==> src/rtl/mjp_match_ctrl.sv <==
// Match-level sequencer for the muk-jji-ppa game core: arms the core per game,
// tallies results and declares a first-to-WIN_TARGET winner or a draw-limit tie.
module mjp_match_ctrl #(
    parameter int WIN_TARGET = 3,
    parameter int MAX_DRAWS  = 7,
    parameter int HOLD_CYC   = 4
) (
    input  logic       CLK,
    input  logic       RST,
    input  logic       START,
    input  logic [1:0] AIN,
    input  logic [1:0] BIN,
    input  logic       RES_VALID,
    input  logic [1:0] RES_CODE,
    output logic       CORE_EN,
    output logic       CORE_CLR,
    output logic [3:0] A_SCORE,
    output logic [3:0] B_SCORE,
    output logic [3:0] DRAWS,
    output logic       MATCH_DONE,
    output logic [1:0] MATCH_WINNER,
    output logic [2:0] STATE
);

    typedef enum logic [2:0] {
        ST_IDLE   = 3'b000,
        ST_CLEAR  = 3'b001,
        ST_SETTLE = 3'b010,
        ST_PLAY   = 3'b011,
        ST_DONE   = 3'b100
    } state_t;

    localparam logic [3:0] WIN_T  = 4'(WIN_TARGET);
    localparam logic [3:0] DRAW_T = 4'(MAX_DRAWS);
    localparam logic [7:0] HOLD_T = 8'(HOLD_CYC);

    state_t     state;
    logic [7:0] hold_cnt;
    logic [3:0] a_new, b_new, d_new;
    logic       both_invalid, result_ok;

    assign STATE = state;

    always_comb begin
        a_new        = A_SCORE + {3'b000, RES_CODE == 2'b00};
        b_new        = B_SCORE + {3'b000, RES_CODE == 2'b01};
        d_new        = DRAWS   + {3'b000, RES_CODE == 2'b10};
        both_invalid = (AIN == 2'b11) && (BIN == 2'b11);
        result_ok    = RES_VALID && (RES_CODE != 2'b11);
    end

    always_ff @(posedge CLK) begin
        if (RST) begin
            state        <= ST_IDLE;
            hold_cnt     <= 8'd0;
            CORE_EN      <= 1'b0;
            CORE_CLR     <= 1'b0;
            A_SCORE      <= 4'd0;
            B_SCORE      <= 4'd0;
            DRAWS        <= 4'd0;
            MATCH_DONE   <= 1'b0;
            MATCH_WINNER <= 2'b00;
        end else begin
            CORE_CLR <= 1'b0;
            case (state)
                ST_IDLE: begin
                    if (START) begin
                        state        <= ST_CLEAR;
                        CORE_CLR     <= 1'b1;
                        A_SCORE      <= 4'd0;
                        B_SCORE      <= 4'd0;
                        DRAWS        <= 4'd0;
                        MATCH_WINNER <= 2'b00;
                    end
                end
                ST_CLEAR: state <= ST_SETTLE;
                ST_SETTLE: begin
                    // Arm only after both players show INVALID, so a held gesture never starts a game.
                    if (both_invalid) begin
                        state   <= ST_PLAY;
                        CORE_EN <= 1'b1;
                    end
                end
                ST_PLAY: begin
                    if (result_ok) begin
                        A_SCORE <= a_new;
                        B_SCORE <= b_new;
                        DRAWS   <= d_new;
                        CORE_EN <= 1'b0;
                        if (a_new == WIN_T || b_new == WIN_T || d_new == DRAW_T) begin
                            state      <= ST_DONE;
                            MATCH_DONE <= 1'b1;
                            hold_cnt   <= 8'd0;
                            if (a_new == WIN_T)      MATCH_WINNER <= 2'b01;
                            else if (b_new == WIN_T) MATCH_WINNER <= 2'b10;
                            else                     MATCH_WINNER <= 2'b11;
                        end else begin
                            state <= ST_SETTLE;
                        end
                    end
                end
                ST_DONE: begin
                    if (START && hold_cnt == HOLD_T) begin
                        state        <= ST_CLEAR;
                        CORE_CLR     <= 1'b1;
                        MATCH_DONE   <= 1'b0;
                        A_SCORE      <= 4'd0;
                        B_SCORE      <= 4'd0;
                        DRAWS        <= 4'd0;
                        MATCH_WINNER <= 2'b00;
                    end else if (hold_cnt < HOLD_T) begin
                        hold_cnt <= hold_cnt + 8'd1;
                    end
                end
                default: state <= ST_IDLE;
            endcase
        end
    end

endmodule

==> config.mk <==
export PLATFORM = sky130hd
export DESIGN_NAME = mjp_match_ctrl
export DESIGN_NICKNAME = d
export VERILOG_FILES = /design/src/rtl/mjp_match_ctrl.sv
export SDC_FILE = /design/constraint.sdc
export NUM_CORES = 1
export LEC_CHECK = 0
export CORE_MARGIN = 5
export CORE_UTILIZATION = 52
export DETAILED_ROUTE_END_ITERATION = 10
export DONT_BUFFER_PORTS = 1
export PLACE_DENSITY = 0.67
export SYNTH_ARGS = -nofsm -noshare
export SYNTH_HDL_FRONTEND = slang
export SYNTH_SLANG_ARGS = --single-unit
==> constraint.sdc <==
create_clock -name CLK -period 3.4 [get_ports CLK]
set_input_delay 0.85 -clock CLK [delete_from_list [all_inputs] [get_ports CLK]]
set_output_delay 0.85 -clock CLK [all_outputs]
set_load 0.1 [all_outputs]
# ---- Word level (Yosys, flattened, before mapping)
# Index checks and enable logic that the tools add are counted.
dict set report op_classes {
  addsub 4
  multipliers 0
  n_div 0
  order_cmp 1
  eq_ne 20
  shift 0
  mux 36
  n_bitwise 0
  n_reduce_logical 16
}
# operator count
set op_table {}
lappend op_table {{4-bit case mux with 3 select lines} 3}
lappend op_table {{8-bit 2-to-1 mux} 4}
lappend op_table {{4-bit 2-to-1 mux} 5}
lappend op_table {{2-bit inequality test, second input constant} 8}
lappend op_table {{8-bit case mux with 2 select lines} 1}
lappend op_table {{3-bit 2-to-1 mux} 5}
lappend op_table {{3-bit case mux with 5 select lines} 1}
lappend op_table {{4-bit by 1-bit adder with 4-bit output} 3}
lappend op_table {{4-bit AND reduction} 3}
lappend op_table {{2-bit 2-to-1 mux} 5}
lappend op_table {{5-bit AND reduction} 2}
lappend op_table {{8-bit by 1-bit adder with 8-bit output, second input constant} 1}
lappend op_table {{4-bit by 2-bit equality test with 1-bit output, second input constant} 2}
lappend op_table {{8-bit by 3-bit equality test with 1-bit output, second input constant} 1}
lappend op_table {{8-bit by 3-bit < comparator with 1-bit output, second input constant} 1}
lappend op_table {{1-bit 2-to-1 mux} 8}
lappend op_table {{2-bit equality test, second input constant} 3}
lappend op_table {{3-bit by 2-bit equality test with 1-bit output, second input constant} 2}
lappend op_table {{1-bit case mux with 2 select lines} 3}
lappend op_table {{2-bit case mux with 3 select lines} 1}
lappend op_table {{4-bit by 3-bit equality test with 1-bit output, second input constant} 1}
lappend op_table {{2-bit nonzero test} 2}
lappend op_table {{3-bit by 1-bit equality test with 1-bit output, second input constant} 1}
lappend op_table {{3-bit equality test, second input constant} 1}
lappend op_table {{7 further kinds} 10}
dict set report word_totals {
  ff_bits 28
  latchBits 0
  mem_bits_rw 0
  mem_bits_ro 0
  in_bits 10
  out_inout_bits 20
  elab_cells 86
  mem_count 0
}

# ---- Logic depth before layout (Yosys ltp)
dict set report depth {
  depth_word 8
  mapped_depth 9
  ltp_nobuf 9
}

# ---- Worst setup path after synthesis
# No wires, ideal clock.
dict set report synth_timing {
  kind {input -> register}
  start {input port RES_CODE[1]}
  end {register MATCH_WINNER[0]}
  setup_ps 117
  t_arrival_ps 2632
  path_slack_ps 651
  path_stages 9
  path_buffers 0
  cell_sequence {nor2b_1 ha_1 ha_1 nand2_1 or4b_1 o31a_1 nand3_1 o21ai_1 a32o_1}
}
dict set report synth_via {
  elab_chain_cells 8
}
# item line_no
set synth_rtl {}
lappend synth_rtl {{start, declared} 14} ;# input logic [1:0] RES_CODE,
lappend synth_rtl {{2-bit by 1-bit equality test with 1-bit output} 46} ;# b_new = B_SCORE + {3'b000, RES_CODE == 2'b01};
lappend synth_rtl {{4-bit by 1-bit adder with 4-bit output} 46}
lappend synth_rtl {{4-bit by 2-bit equality test with 1-bit output} {90, 95}}
lappend synth_rtl {{1-bit 2-to-1 mux} 95} ;# else if (b_new == WIN_T) MATCH_WINNER <= 2'b10;
lappend synth_rtl {{2-bit 2-to-1 mux} 94} ;# if (a_new == WIN_T) MATCH_WINNER <= 2'b01;
lappend synth_rtl {{2-bit 2-to-1 mux} 90} ;# if (a_new == WIN_T || b_new == WIN_T || d_new == DRAW_T) begin
lappend synth_rtl {{2-bit 2-to-1 mux} 85} ;# if (result_ok) begin
lappend synth_rtl {{2-bit case mux with 3 select lines} 65} ;# case (state)
lappend synth_rtl {{end signal, assigned} 94}
lappend synth_rtl {{end signal, assigned} 95}
lappend synth_rtl {{end signal, assigned} 96} ;# else MATCH_WINNER <= 2'b11;
lappend synth_rtl {{end, declared} 21} ;# output logic [1:0] MATCH_WINNER,
# Parallel ways exist; a longest one is shown, timed or not. The select of a mux whose other input is x is not followed.
# A chain may end at the register's enable or synchronous reset.

# ---- Final worst setup path
# Same ends and word-level chain as after synthesis.

==> results.yml <==
die:
  starting_utilization_of_the_core_area_pct: 53.7
  floorplan.io_pins: 30
  die_w_um: 63.2
  design.core.area_mm2: 0.00273
  rows: 19
  die_area_mm2: 0.00399
  die_height_um: 63.2
power:
  powerDensity_mw_per_mm2: 342
  leakagePower_nw: 0.616
  irDropWorstVdd_uv: 215
  power.total_w: 0.000558
cts:
  cts.reportedPaths.clkPinSlew_ps: 150
  worstSkewPairLatency_ps: 330
  postCtsHoldBufs: 0
  cts_htree_levels: 1
  numClockSinks: 28
  clockBufferDepth: 2
  cts_buf_count: 3
  root_driver: "clkbuf_4"
  postCtsSetupRepairBufs: 0
  cts_repair_resize_count: 0
  tritoncts_clock_tree: "done"
detailed_routing:
  detail_route.wirelength_um: 3360
  dr.first_iter.drc_count: 62
  detail_route.vias_per_cell: 6.15
  wire_per_inst_um: 15.7
  detailroute.via_count: 1316
  postRouteAntennaNets: 0
  detail_route.first_pass.iterations: 4
  drc: 0
placed_design:
  finalWeightedCongestion: 0.861
  number_of_buffers_inserted_by_port_buffering: 0
  dp_hpwl_um: 2480
critical_path:
  worst_setup_path_start_kind: "input pin"
  r2r_setup_slack_ps: 930
  worst_path_fanout_max: 5
  path_buf_inv: 0
  critical_path_slowest_stage_cell: "or4b_1"
  cell_by_cell_listing_of_the_critical_path: "nor2b_1 > ha_1 > ha_1 > nand2_1 > or4b_1 > o31a_1 > nand3_1 > o21ai_1 > a32o_1"
  critPathMaxStageDelay_ps: 500
  critPathMostFrequentCell: "ha_1"
  worst_ep_arrival_time_ps: 2770
  kind_of_cell_with_the_highest_combined_delay_on_the_critical_path: "simple AND/OR/NAND/NOR gates"
  reg2reg_depth: 9
  reg2reg_to: "MATCH_WINNER[0]"
  endpoint_kind: "register"
  worst-setup-path-type: "in -> reg"
  r2r_start: "B_SCORE[0]"
  worst_ep_required_time_ps: 3640
yosys:
  netlist.top_cell.by_area: "dfxtp_1"
  yosysSeqAreaShare_pct: 38.2
  post_synth_mux_area_share_pct: 0.681
  synth_cells: 168
  synth_fa_ha_area_share_pct: 6.81
  net_count_of_the_mapped_netlist: 186
  number_of_enable_flip_flop_cells_after_synthesis: 0
  yosys_warnings: 0
  register_bit_total_from_synthesis: 28
  postSynth.topFlopCell: "dfxtp_1"
  netlist_top_cells_area: "dfxtp_1 38%, ha_1 6.8%, a21oi_1 5.5%, nand2_1 5.4%, nor2_1 3.8%"
  post_synth.cell_area_avg_um2: 8.74
  synthesis.area_mm2: 0.00147
  synth_top_area_share_pct: 38.2
  synth_xor_area_share_pct: 0
  dominant_combinational_cell_family_by_area_after_synthesis: "simple AND/OR/NAND/NOR gates"
  complex_gate_fraction_of_the_synthesized_area_pct: 24.4
  async_flop_share_pct: 0
  synth.lib_cells_used.distinct: 44
  post_synth_and_or_nand_nor_area_fraction_pct: 26.6
final_layout:
  drive_above_1_share_pct: 15.8
  finish.net_count: 202
  share_of_the_core_filled_with_cells_in_the_final_layout_pct: 59.6
  area.growth.synth_to_final_pct: 11.0
  antenna-diode-count: 0
grt:
  grt.met1_usage_pct: 20.9
  grt_pass1_vias: 1223
  grt_util_met2_pct: 28.3
  busiest_layer: "met2"
  remaining_global_route_overflow: 0
  antenna_found_initial: 0
  met3_usage_pct: 3.73
  grt_max_degree: 26
  groute.usage.overall_pct: 16.9
  grt_pass1_wl_um: 5450
sta:
  unrepaired_setup_endpoints_after_global_routing: "no"
  final_max_slew_viol_count: 0
  final_hold_viol_count: 0
  final-setup-viol-count: 0
  worst_slew_pin_slew_ps: 1020
  fin_skew_ps: 1.37
  min_period_ps: 2530
  tns_ps: 0
  relSlewSlack_pct: 31.7
  holdWs_ps: 501
  maxClockFrequency_mhz: 395
  finalCritPeriodShare_pct: 74.5
status:
  run_status: "completed"
hold_path:
  worst_hold_startpoint: "hold_cnt[0]"
  worst_hold_path.endpoint: "hold_cnt[0]"
  holdPathStages: 1
  hold_path_class: "reg -> reg"
flow_run:
  drv_cap: 0
layout make-up:
cell class	instances	area, µm²
Clock buffer	4	36.3
Fill cell	252	1100
Sequential cell	28	561
Timing Repair Buffer	15	113
Multi-Input combinational cell	130	860
Tap cell	31	38.8
Inverter	6	22.5
flip-flops by register name, indices dropped and copies added, names as in the netlist:
register / flops
MATCH_DONE: 1
CORE_CLR: 1
A_SCORE: 4
DRAWS: 4
STATE: 3
B_SCORE: 4
CORE_EN: 1
hold_cnt: 8
MATCH_WINNER: 2
routing by layer:
| layer | vias to the layer above | part of all wire [%] |
|---|---|---|
| met5 | - | 0 |
| met4 | 0 | 0.92 |
| met3 | 4 | 5.5 |
| met2 | 33 | 48 |
| met1 | 626 | 45 |
| li1 | 653 | - |
power by group:
group          switching (W)  internal [W]
clock network       0.000100     0.0000655
logic              0.0000385     0.0000138
registers         0.00000891      0.000331
total               0.000148      0.000411
cells in the final DEF, fill, tap and decap left out, types with 2 or more instances in the layout:
master,instances
dfxtp_1,28
nand2_1,21
a21oi_1,16
nor2_1,15
buf_4,15
nand3_1,11
ha_1,8
inv_1,6
o21ai_0,6
nand4_1,4
nor2b_1,3
a21boi_0,3
and2_1,3
nor3_1,3
a32o_1,3
clkbuf_4,3
nand3b_1,2
nor4b_1,2
a31o_2,2
a31oi_1,2
o32a_1,2
o21a_1,2
a311oi_1,2
synthesized netlist by cell type, drive strengths merged, types with 3 or more instances:
cell    number
nor3         4
nor2        16
nand4        4
nor2b        3
nand2       21
a21oi       16
a32o         3
nand3       11
a21boi       3
o21ai        7
ha           8
dfxtp       28
and2         3
a31o         3
inv          6
how the worst max path moves through the flow:
stage | from | to | cells past startpoint
final | RES_CODE[1] | MATCH_WINNER[0] | 9
after CTS | RES_CODE[1] | MATCH_WINNER[0] | 9
after detailed placement | RES_CODE[1] | MATCH_WINNER[0] | 9
after floorplan | RES_CODE[1] | MATCH_WINNER[0] | 9
after global placement | RES_CODE[1] | MATCH_WINNER[0] | 9
after global routing | RES_CODE[1] | MATCH_WINNER[0] | 9
cell families after synthesis:
family          count (synthesis)
compound gates                 48
fa+ha+maj                       8
buf+inv                        10
flops                          28
mux                             1
simple gates                   73
metrics by stage:
| stage | instances | worst slack (ps) | area, µm² |
|---|---|---|---|
| 6_report | 214 | 866 | 1630 |
| 5_1_grt | 214 | 806 | 1630 |
| 4_1_cts | 214 | 870 | 1630 |
| 3_5_place_dp | 210 | 513 | 1590 |
| 3_3_place_gp | 210 | 583 | 1590 |
| 2_1_floorplan | 168 | 651 | 1470 |
No activity file was read; power rests on OpenSTA's default activity.
